$ cat config.mk
export PLATFORM = sky130hd
export DESIGN_NAME = pipe_fetch
export DESIGN_NICKNAME = d
export VERILOG_FILES = /design/src/rtl/pipe_fetch.sv
export SDC_FILE = /design/constraint.sdc
export NUM_CORES = 1
export LEC_CHECK = 0
export BUFFER_PORTS_ARGS = -buffer_cell sky130_fd_sc_hd__clkbuf_2
export CAP_MARGIN = 40
export CORE_ASPECT_RATIO = 1.25
export CORE_MARGIN = 1
export CORE_UTILIZATION = 49
export DETAILED_ROUTE_END_ITERATION = 12
export PLACE_DENSITY = 0.74
export SYNTH_ARGS = -nofsm -noshare
export SYNTH_HDL_FRONTEND = slang
export SYNTH_SLANG_ARGS = --single-unit
$ cat constraint.sdc
create_clock -name clk -period 18.7 [get_ports clk]
set_clock_uncertainty 0.05 [all_clocks]
set_input_delay 4.675 -clock clk [delete_from_list [all_inputs] [get_ports clk]]
set_output_delay 4.675 -clock clk [all_outputs]
set_load 0.01 [all_outputs]
$ cat src/rtl/pipe_fetch.sv
// Y86-64 fetch stage: PC register, instruction split/align, next-PC prediction, D pipeline register and halt FSM.
// Optional macro PIPE_FETCH_BTFNT_EN: conditional jXX predicted backward-taken / forward-not-taken.
module pipe_fetch #(
  parameter logic [63:0] RESET_PC   = 64'h0,
  parameter int unsigned IMEM_BYTES = 1024
) (
  input  logic        clk,
  input  logic        rst,
  output logic [63:0] imem_addr,
  input  logic [79:0] imem_bytes,
  input  logic        f_stall,
  input  logic        d_bubble,
  input  logic        m_mispredict,
  input  logic [63:0] m_valA,
  input  logic        w_ret,
  input  logic [63:0] w_valM,
  output logic [2:0]  D_stat,
  output logic [3:0]  D_icode,
  output logic [3:0]  D_ifun,
  output logic [3:0]  D_rA,
  output logic [3:0]  D_rB,
  output logic [63:0] D_valC,
  output logic [63:0] D_valP,
  output logic        halted
);

  localparam int unsigned WORD_W = 64;
  localparam int unsigned EXT_W  = WORD_W + 1;
  localparam int unsigned STAT_W = 3;
  localparam int unsigned NIB_W  = 4;
  localparam int unsigned LEN_W  = 4;

  localparam logic [STAT_W-1:0] STAT_AOK = 3'd1;
  localparam logic [STAT_W-1:0] STAT_HLT = 3'd2;
  localparam logic [STAT_W-1:0] STAT_ADR = 3'd3;
  localparam logic [STAT_W-1:0] STAT_INS = 3'd4;

  localparam logic [NIB_W-1:0] I_HALT   = 4'h0;
  localparam logic [NIB_W-1:0] I_NOP    = 4'h1;
  localparam logic [NIB_W-1:0] I_JXX    = 4'h7;
  localparam logic [NIB_W-1:0] I_CALL   = 4'h8;
  localparam logic [NIB_W-1:0] I_MAX    = 4'hB;
  localparam logic [NIB_W-1:0] REG_NONE = 4'hF;

  typedef struct packed {
    logic [STAT_W-1:0] stat;
    logic [NIB_W-1:0]  icode;
    logic [NIB_W-1:0]  ifun;
    logic [NIB_W-1:0]  rA;
    logic [NIB_W-1:0]  rB;
    logic [WORD_W-1:0] valC;
    logic [WORD_W-1:0] valP;
  } dreg_t;

  localparam dreg_t BUBBLE = '{
    stat: STAT_AOK, icode: I_NOP, ifun: 4'h0, rA: REG_NONE, rB: REG_NONE,
    valC: 64'd0, valP: 64'd0
  };

  typedef enum logic {
    RUN    = 1'b0,
    HALTED = 1'b1
  } state_t;

  state_t            state;
  state_t            stateNext;
  logic [WORD_W-1:0] pc;
  logic [WORD_W-1:0] pcNext;
  dreg_t             dReg;

  logic [NIB_W-1:0]  rawIcode;
  logic [NIB_W-1:0]  rawIfun;
  logic              needRegids;
  logic              needValC;
  logic [LEN_W-1:0]  instrLen;
  logic [EXT_W-1:0]  lastByte;
  logic              addrErr;
  dreg_t             fetched;
  logic [WORD_W-1:0] predPc;
  logic              dLoad;
  logic              dBubble;

  // Split and align the instruction bytes presented at the current PC.
  always_comb begin : split_align
    rawIcode   = imem_bytes[7:4];
    rawIfun    = imem_bytes[3:0];
    needRegids = 1'b0;
    needValC   = 1'b0;
    case (rawIcode)
      4'h2, 4'h6, 4'hA, 4'hB: needRegids = 1'b1;
      4'h3, 4'h4, 4'h5: begin
        needRegids = 1'b1;
        needValC   = 1'b1;
      end
      4'h7, 4'h8: needValC = 1'b1;
      default: ;
    endcase

    fetched.rA   = needRegids ? imem_bytes[15:12] : REG_NONE;
    fetched.rB   = needRegids ? imem_bytes[11:8]  : REG_NONE;
    fetched.valC = '0;
    if (needValC) begin
      fetched.valC = needRegids ? imem_bytes[79:16] : imem_bytes[71:8];
    end

    instrLen     = LEN_W'(1) + LEN_W'(needRegids) + (needValC ? LEN_W'(8) : LEN_W'(0));
    fetched.valP = pc + WORD_W'(instrLen);

    // One extra bit catches a wrap past 2^64 as well as the memory bound.
    lastByte = {1'b0, pc} + EXT_W'(instrLen) - EXT_W'(1);
    addrErr  = (lastByte >= EXT_W'(IMEM_BYTES));

    fetched.icode = addrErr ? I_NOP : rawIcode;
    fetched.ifun  = addrErr ? 4'h0  : rawIfun;
    if (addrErr) begin
      fetched.stat = STAT_ADR;
    end else if (rawIcode > I_MAX) begin
      fetched.stat = STAT_INS;
    end else if (rawIcode == I_HALT) begin
      fetched.stat = STAT_HLT;
    end else begin
      fetched.stat = STAT_AOK;
    end
  end

  // Next-PC prediction for the sequential path.
  always_comb begin : predict
    predPc = fetched.valP;
    if (fetched.icode == I_JXX || fetched.icode == I_CALL) begin
      predPc = fetched.valC;
    end
`ifdef PIPE_FETCH_BTFNT_EN
    if (fetched.icode == I_JXX && fetched.ifun != 4'h0 && fetched.valC >= pc) begin
      predPc = fetched.valP;
    end
`endif
  end

  // PC select, D-register control and halt FSM transitions.
  always_comb begin : next_state
    stateNext = state;
    pcNext    = pc;
    dLoad     = 1'b0;
    dBubble   = 1'b0;

    if (m_mispredict) begin
      pcNext = m_valA;
    end else if (w_ret) begin
      pcNext = w_valM;
    end else if (!f_stall && state != HALTED) begin
      pcNext = predPc;
    end

    if (d_bubble) begin
      dBubble = 1'b1;
    end else if (!f_stall) begin
      if (state == HALTED) dBubble = 1'b1;
      else                 dLoad   = 1'b1;
    end

    case (state)
      RUN: begin
        if (dLoad && !m_mispredict && !w_ret && fetched.stat != STAT_AOK) begin
          stateNext = HALTED;
        end
      end
      HALTED: begin
        if (m_mispredict || w_ret) stateNext = RUN;
      end
    endcase
  end

  always_ff @(posedge clk) begin
    if (rst) begin
      state <= RUN;
      pc    <= RESET_PC;
      dReg  <= BUBBLE;
    end else begin
      state <= stateNext;
      pc    <= pcNext;
      if (dBubble) begin
        dReg <= BUBBLE;
      end else if (dLoad) begin
        dReg <= fetched;
      end
    end
  end

  assign imem_addr = pc;
  assign halted    = (state == HALTED);
  assign D_stat    = dReg.stat;
  assign D_icode   = dReg.icode;
  assign D_ifun    = dReg.ifun;
  assign D_rA      = dReg.rA;
  assign D_rB      = dReg.rB;
  assign D_valC    = dReg.valC;
  assign D_valP    = dReg.valP;

endmodule

==> results of run 1 <==
[worst max path at each step]
| stage | from | end | slack [ps] | cells after the start |
|---|---|---|---|---|
| after global routing | imem_bytes[6] | imem_addr[57] | 7040 | 20 |
| after CTS | imem_bytes[6] | imem_addr[57] | 7630 | 20 |
| after global placement | imem_bytes[5] | imem_addr[42] | 7470 | 19 |
| after detailed placement | imem_bytes[6] | imem_addr[57] | 7210 | 20 |
| final | imem_bytes[6] | imem_addr[57] | 7330 | 20 |
| after floorplan | imem_bytes[6] | imem_addr[38] | 8220 | 21 |
[registers in the layout, summed over array words and instances, names as in the netlist]
name       count
D_valP        64
D_rB           4
imem_addr     64
halted         1
D_ifun         4
D_icode        4
D_valC        64
D_rA           4
D_stat         3
[Yosys cell counts, drive strengths merged (10+ instances only)]
cell / n
and2: 16
or3: 18
and3: 10
nand4: 54
nand2: 413
o21ai: 161
o21a: 29
o22ai: 51
clkbuf: 127
o211ai: 22
o2111ai: 11
nor2: 241
a21oi: 256
xnor2: 75
nand3: 39
nor3: 73
a21o: 27
inv: 92
a31oi: 13
a2111oi: 53
xor2: 10
a221oi: 16
a211oi: 57
dfxtp: 212
nor4: 13
mux2i: 26
ha: 126
a21boi: 11
and4: 10
or4: 12
buf: 34
o221ai: 10
[per-layer routing]
metal	vias to the layer above	track usage, %	part of all wire [%]
met4	0	25.2	6.5
met2	1279	69.1	46
met5	-	0	0
met1	9811	52.7	38
met3	283	6.18	9.3
li1	9391	-	-
[cells in the final DEF, fill, tap and decap left out, types with 21 or more instances in the layout]
| master | n |
|---|---|
| clkbuf_2 | 425 |
| nand2_1 | 412 |
| a21oi_1 | 253 |
| nor2_1 | 241 |
| dfxtp_1 | 212 |
| o21ai_0 | 146 |
| ha_1 | 126 |
| inv_1 | 91 |
| xnor2_1 | 75 |
| nor3_1 | 71 |
| nand4_1 | 54 |
| a211oi_1 | 54 |
| o22ai_1 | 51 |
| a2111oi_0 | 42 |
| nand3_1 | 39 |
| o21a_1 | 28 |
| a21o_1 | 27 |
| mux2i_1 | 25 |
| o211ai_1 | 22 |
| clkbuf_16 | 21 |
[critical path: cells and delay by family]
kind	cells	cell delay [ps]
AO/OA/AOI/OAI	7	2310
AND/OR/NAND/NOR	7	3240
buffers and inverters	3	550
multiplexers	1	190
adder cells (fa/ha/maj)	2	700
[layout make-up]
| cell class | instances | area [um^2] | area share [%] |
|---|---|---|---|
| Clock inverter | 7 | 85.1 | 0.422 |
| Antenna cell | 4 | 10.0 | 0.0497 |
| Inverter | 94 | 353 | 1.75 |
| Multi-Input combinational cell | 1955 | 11900 | 59.1 |
| Clock buffer | 27 | 598 | 2.97 |
| Tap cell | 468 | 586 | 2.91 |
| Sequential cell | 212 | 4240 | 21.1 |
| Timing Repair Buffer | 448 | 2360 | 11.7 |
[power groups by stage]
stage                     Clock (mW)  Sequential (mW)  Combinational [mW]
after global routing           0.448            0.511               0.660
after detailed placement           0            0.518               0.598
after floorplan                    0            0.509               0.388
final                          0.435            0.510               0.619
after CTS                      0.433            0.508               0.601
after global placement             0            0.517               0.595
[per-stage QoR]
stage / setup WS, ps / cell area [um^2]
after floorplan: 8220 / 17100
after global placement: 7470 / 19400
after detailed placement: 7210 / 19500
after CTS: 7630 / 20100
after global routing: 7040 / 20100
final: 7330 / 20100
[cell families after synthesis]
kind of cell	Yosys count	share of synthesized area (%)
AO/OA/AOI/OAI	787	29.7
XOR/XNOR	85	4.35
adder cells (fa/ha/maj)	128	9.45
buffers and inverters	255	5.92
flip-flops	212	24.8
multiplexers	29	1.72
AND/OR/NAND/NOR	926	24.1
==> impl_results.md, run 1 <==
- Status: finished clean
- Seq/Total Area, Yosys: 24.8%
- Vias/cell: 6.46
- Tightest Hold Check Type: reg2reg
- Setup_tns: 0 ps
- CTS tree: built
- Top cell type's share of synthesized area: 24.8%
- RSZ-0062 raised after global routing: no
- Ordered cell list for the critical path: clkbuf_2 > nor3_1 > nand2_1 > o21a_2 > buf_4 > ha_1 > inv_1 > ha_1 > nor2b_1 > o31a_1 > o211ai_1 > a31oi_1 > o21a_1 > o2111ai_1 > or3_1 > nor4bb_1 > nand2_1 > or4_4 > mux2i_1 > a2111oi_0
- Fin. Hold Viols: 0
- Drc violations: 0
- Cell Rows: 76
- Starting density of the core: 49.7%
- Placer Congestion: 1.04
- Share of layout cells above drive strength 1: 19.1%
- Post-detail-place hpwl: 63,000 um
- GRT overflow: 0
- Cell count after synthesis: 2,422
- Internal: 0.929 mW
- TritonRoute pass-1 iters: 8
- CTS Hold Bufs: 0
- Worst Tran Pin Value: 949 ps
- Gate power share: 39.6%
- Clk slew on worst S/H paths: 70 ps
- Core Area: 34,400 um^2
- P&R area growth vs syn: 17.8%
- Final Max Tran Viols: 0
- Synth area leaders: dfxtp_1, ha_1, nand2_1
- Sw frac: 40.6%
- Critical Path RT: 19,020 ps
- Leak: 8.43 nW
- Hold Startpoint: D_valC[31]
- Clock power share: 27.8%
- Largest stage delay on the critical path: 840 ps
- Post-synth top area cell: dfxtp_1
- Post-synth ARST share: 0%
- Syn avg cell area: 7.06 um^2
- IO Port Bufs: 425
- Post-synthesis register bit count: 212
- Die Area: 35,700 um^2
- Clock sinks: 212
- Largest net degree at the start of global routing: 93
- Fin cells: 3,215
- Synth warn: 0
- Design Power: 1.56 mW
- Max-Cap Viols: 0
- WS Path Type: in2reg
- DR vias: 20,800
- Final period utilization: 60.8%
- Routed length per instance: 24.6 um
- Yosys cell types: 76
- Hold Path Depth: 2
- Max frequency: 87.9 MHz
- Max transition margin: 36.7%
- Initial antenna violation count: 5
- NetSw: 0.635 mW
- Htree depth: 1
- Cts bufs inserted: 20
- Setup bufs post-CTS: 0
- Worst reg-to-reg setup slack: 11,790 ps
- Reg-to-reg startpoint: imem_addr[19]
- Drt total wl: 79,000 um
- Critical-path top delay cell: or4_4
- DRT antenna net count: 0
- Endpoints failing setup: 0
- Worst Hold End: D_valC[31]
- Total track usage: 42.3%
- Placed Cells: 3,177
- CP Capture Type: register
- Area of the mapped netlist: 17,100 um^2
- Max IR drop VDD: 0.0000515 V
- Pwr Density: 77.6 nW/um^2
- Ys flop type: dfxtp_1
- WHS: 406 ps
- FF-to-FF path depth: 14
- Worst EP arrival: 11,700 ps
- Critical Path Start Type: input port
- Number of global-route vias before repair: 18,700
- Post-CTS resize count: 0
- First-pass GRT wire length: 114,000 um
- Finished Core Util: 58.5%
- CP Max Fanout: 64
- IO Count: 426
- Iter 0 DRT Violations: 2,762
- EDFF count, synth: 0
- Die X: 169 um
- Clk_lat worst skew: 520 ps
- Fin nets: 3,073
- Syn nets: 2,764
- CTS Root Cell: clkbuf_16
- Crit path time final: 11,370 ps
- Clk buf depth: 3
- R2R Path End: imem_addr[57]
- FILL cells: 3,285
- Die H: 211 um
- Sequential share of power: 32.6%
No activity file was read; power rests on OpenSTA's default activity.
==> run 2, diff against run 1 <==
==> constraint.sdc (replaced) <==
create_clock -name clk -period 11.8 [get_ports clk]
set_clock_uncertainty 0.05 [all_clocks]
set_input_delay 2.95 -clock clk [delete_from_list [all_inputs] [get_ports clk]]
set_output_delay 2.95 -clock clk [all_outputs]
set_load 0.01 [all_outputs]
==> impl_results.md, run 2 (synthesis results as in run 1) <==
- Setup bufs post-CTS: 0 (unchanged)
- Fin nets: 3,075 (was 3,073)
- Drc violations: 0 (unchanged)
- Die H: 211 um (unchanged)
- Iter 0 DRT Violations: 2,531 (was 2,762)
- Number of global-route vias before repair: 19,000 (was 18,700)
- Clock sinks: 212 (unchanged)
- Worst reg-to-reg setup slack: 4600 ps (was 11,790 ps)
- Max IR drop VDD: 0.0000869 V (was 0.0000515 V)
- Worst setup path endpoint: imem_addr[10] (was imem_addr[57])
- Share of layout cells above drive strength 1: 19.1% (about the same)
- CTS Root Cell: clkbuf_16 (unchanged)
- CP Capture Type: register (unchanged)
- Core Area: 34,400 um^2 (unchanged)
- Tightest Hold Check Type: reg2reg (unchanged)
- Max frequency: 103 MHz
- Clk_lat worst skew: 520 ps (about the same)
- R2R Path End: imem_addr[10] (was imem_addr[57])
- RSZ-0062 raised after global routing: no (unchanged)
- Critical Path RT: 12,120 ps (was 19,020 ps)
- CTS tree: built (unchanged)
- Worst Tran Pin Value: 999 ps (was 949 ps)
- Die Area: 35,700 um^2 (unchanged)
- GRT overflow: 0 (unchanged)
- Clk slew on worst S/H paths: 60 ps (was 70 ps)
- Routed length per instance: 24.3 um (was 24.6 um)
- Most frequent cells in the layout: clkbuf_2, nand2_1, a21oi_1 (unchanged)
- IO Port Bufs: 425 (unchanged)
- Starting density of the core: 49.7% (unchanged)
- DRT antenna net count: 0 (unchanged)
- Final Max Tran Viols: 0 (unchanged)
- Setup_tns: 0 ps (unchanged)
- Post-detail-place hpwl: 62,600 um (was 63,000 um)
- Multi-input logic area: 11,900 um^2 (unchanged)
- Die X: 169 um (unchanged)
- Critical Path Start Type: input port (unchanged)
- Post-CTS resize count: 0 (unchanged)
- WHS: 403 ps (was 406 ps)
- DR vias: 20,700 (was 20,800)
- WS Path Type: in2reg (unchanged)
- Critical Path Start: imem_bytes[5] (was imem_bytes[6])
- First-pass GRT wire length: 114,000 um (about the same)
- Placer Congestion: 1.03 (was 1.04)
- Initial antenna violation count: 5 (unchanged)
- IO Count: 426 (unchanged)
- Leak: 8.43 nW (about the same)
- Reg-to-reg startpoint: imem_addr[1] (was imem_addr[19])
- Finished Core Util: 58.6% (was 58.5%)
- Crit path time final: 9750 ps
- Clk buf depth: 3 (unchanged)
- Worst EP arrival: 10,070 ps (was 11,700 ps)
- TritonRoute pass-1 iters: 7 (was 8)
- Max transition margin: 32.5% (was 36.7%)
- Register area: 4240 um^2 (unchanged)
- CP Max Fanout: 67 (was 64)
- Endpoints failing setup: 0 (unchanged)
- Vias/cell: 6.43 (was 6.46)
- Status: finished clean (unchanged)
- Drt total wl: 78,300 um (was 79,000 um)
- FILL cells: 3,406 (was 3,285)
- Max-Cap Viols: 0 (unchanged)
- Commonest non-fill, non-tap cell in the layout: clkbuf_2 (unchanged)
- FF-to-FF path depth: 18 (was 14)
- Pwr Density: 123 nW/um^2 (was 77.6 nW/um^2)
- Largest net degree at the start of global routing: 91 (was 93)
- CTS Hold Bufs: 0 (unchanged)
- Htree depth: 1 (unchanged)
- P&R area growth vs syn: 17.9% (was 17.8%)
- Cts bufs inserted: 20 (unchanged)
- Fin. Hold Viols: 0 (unchanged)
- Final period utilization: 82.7%
- Cell Rows: 76 (unchanged)
- Total track usage: 42.2% (was 42.3%)
==> run 2: cell types whose count changed in the layout (fill, tap and decap cells not counted) <==
cell / previous run / this run
clkinv_4: 0 / 1
buf_16: 3 / 2
clkinv_2: 5 / 3
buf_12: 0 / 2
clkbuf_1: 1 / 2
buf_4: 20 / 21
diode_2: 4 / 5
==> run 2: critical path, stage by stage <==
cell	delay, ps
clkbuf_2	170
a21oi_1	120
mux2i_4	170
inv_2	60
buf_4	340
ha_1	300
inv_1	70
ha_1	190
inv_1	60
fa_1	440
nor2b_1	210
o31a_1	340
o211ai_1	190
a31oi_1	600
o21a_1	230
o2111ai_1	240
or3_1	480
nor4bb_1	870
nand3_1	730
buf_4	470
o21ai_0	180
o21ai_0	100
a2111oi_0	500
==> run 2: power breakdown <==
group	internal, mW	switching [mW]
logic	0.331	0.654
registers	0.744	0.0619
clock network	0.400	0.295
==> run 2: area by class of cell <==
class / instances / area share (%)
Clock inverter: 6 / 0.416
Multi-Input combinational cell: 1955 / 59.1
Tap cell: 468 / 2.90
Clock buffer: 28 / 2.98
Antenna cell: 5 / 0.0620
Timing Repair Buffer: 450 / 11.8
Sequential cell: 212 / 21.0
Inverter: 94 / 1.75
==> run 2: worst min path at each step <==
stage	start	end	slack, ps	cells after the start
2_1_floorplan	D_icode[1]	D_icode[1]	430	2
3_3_place_gp	D_ifun[0]	D_ifun[0]	390	2
3_5_place_dp	D_ifun[0]	D_ifun[0]	400	2
4_1_cts	D_valC[22]	D_valC[22]	410	2
5_1_grt	D_valC[4]	D_valC[4]	420	2
6_report	D_valC[23]	D_valC[23]	400	2
==> run 2: stage by stage <==
stage	total power, mW	instance area, um^2	setup slack, ps	std cells
2_1_floorplan	1.42	17100	3050	2422
3_3_place_gp	1.76	19400	2030	3175
3_5_place_dp	1.77	19500	1850	3179
4_1_cts	2.45	20200	2330	3213
5_1_grt	2.58	20200	1820	3217
6_report	2.49	20200	2050	3218
==> run 2: per-layer routing <==
metal	track usage [%]	vias up	share of wire (%)
met3	5.92	242	9.0
met4	23.4	0	5.9
met5	0	-	0
li1	-	9385	-
met1	52.3	9789	38
met2	70.1	1269	47
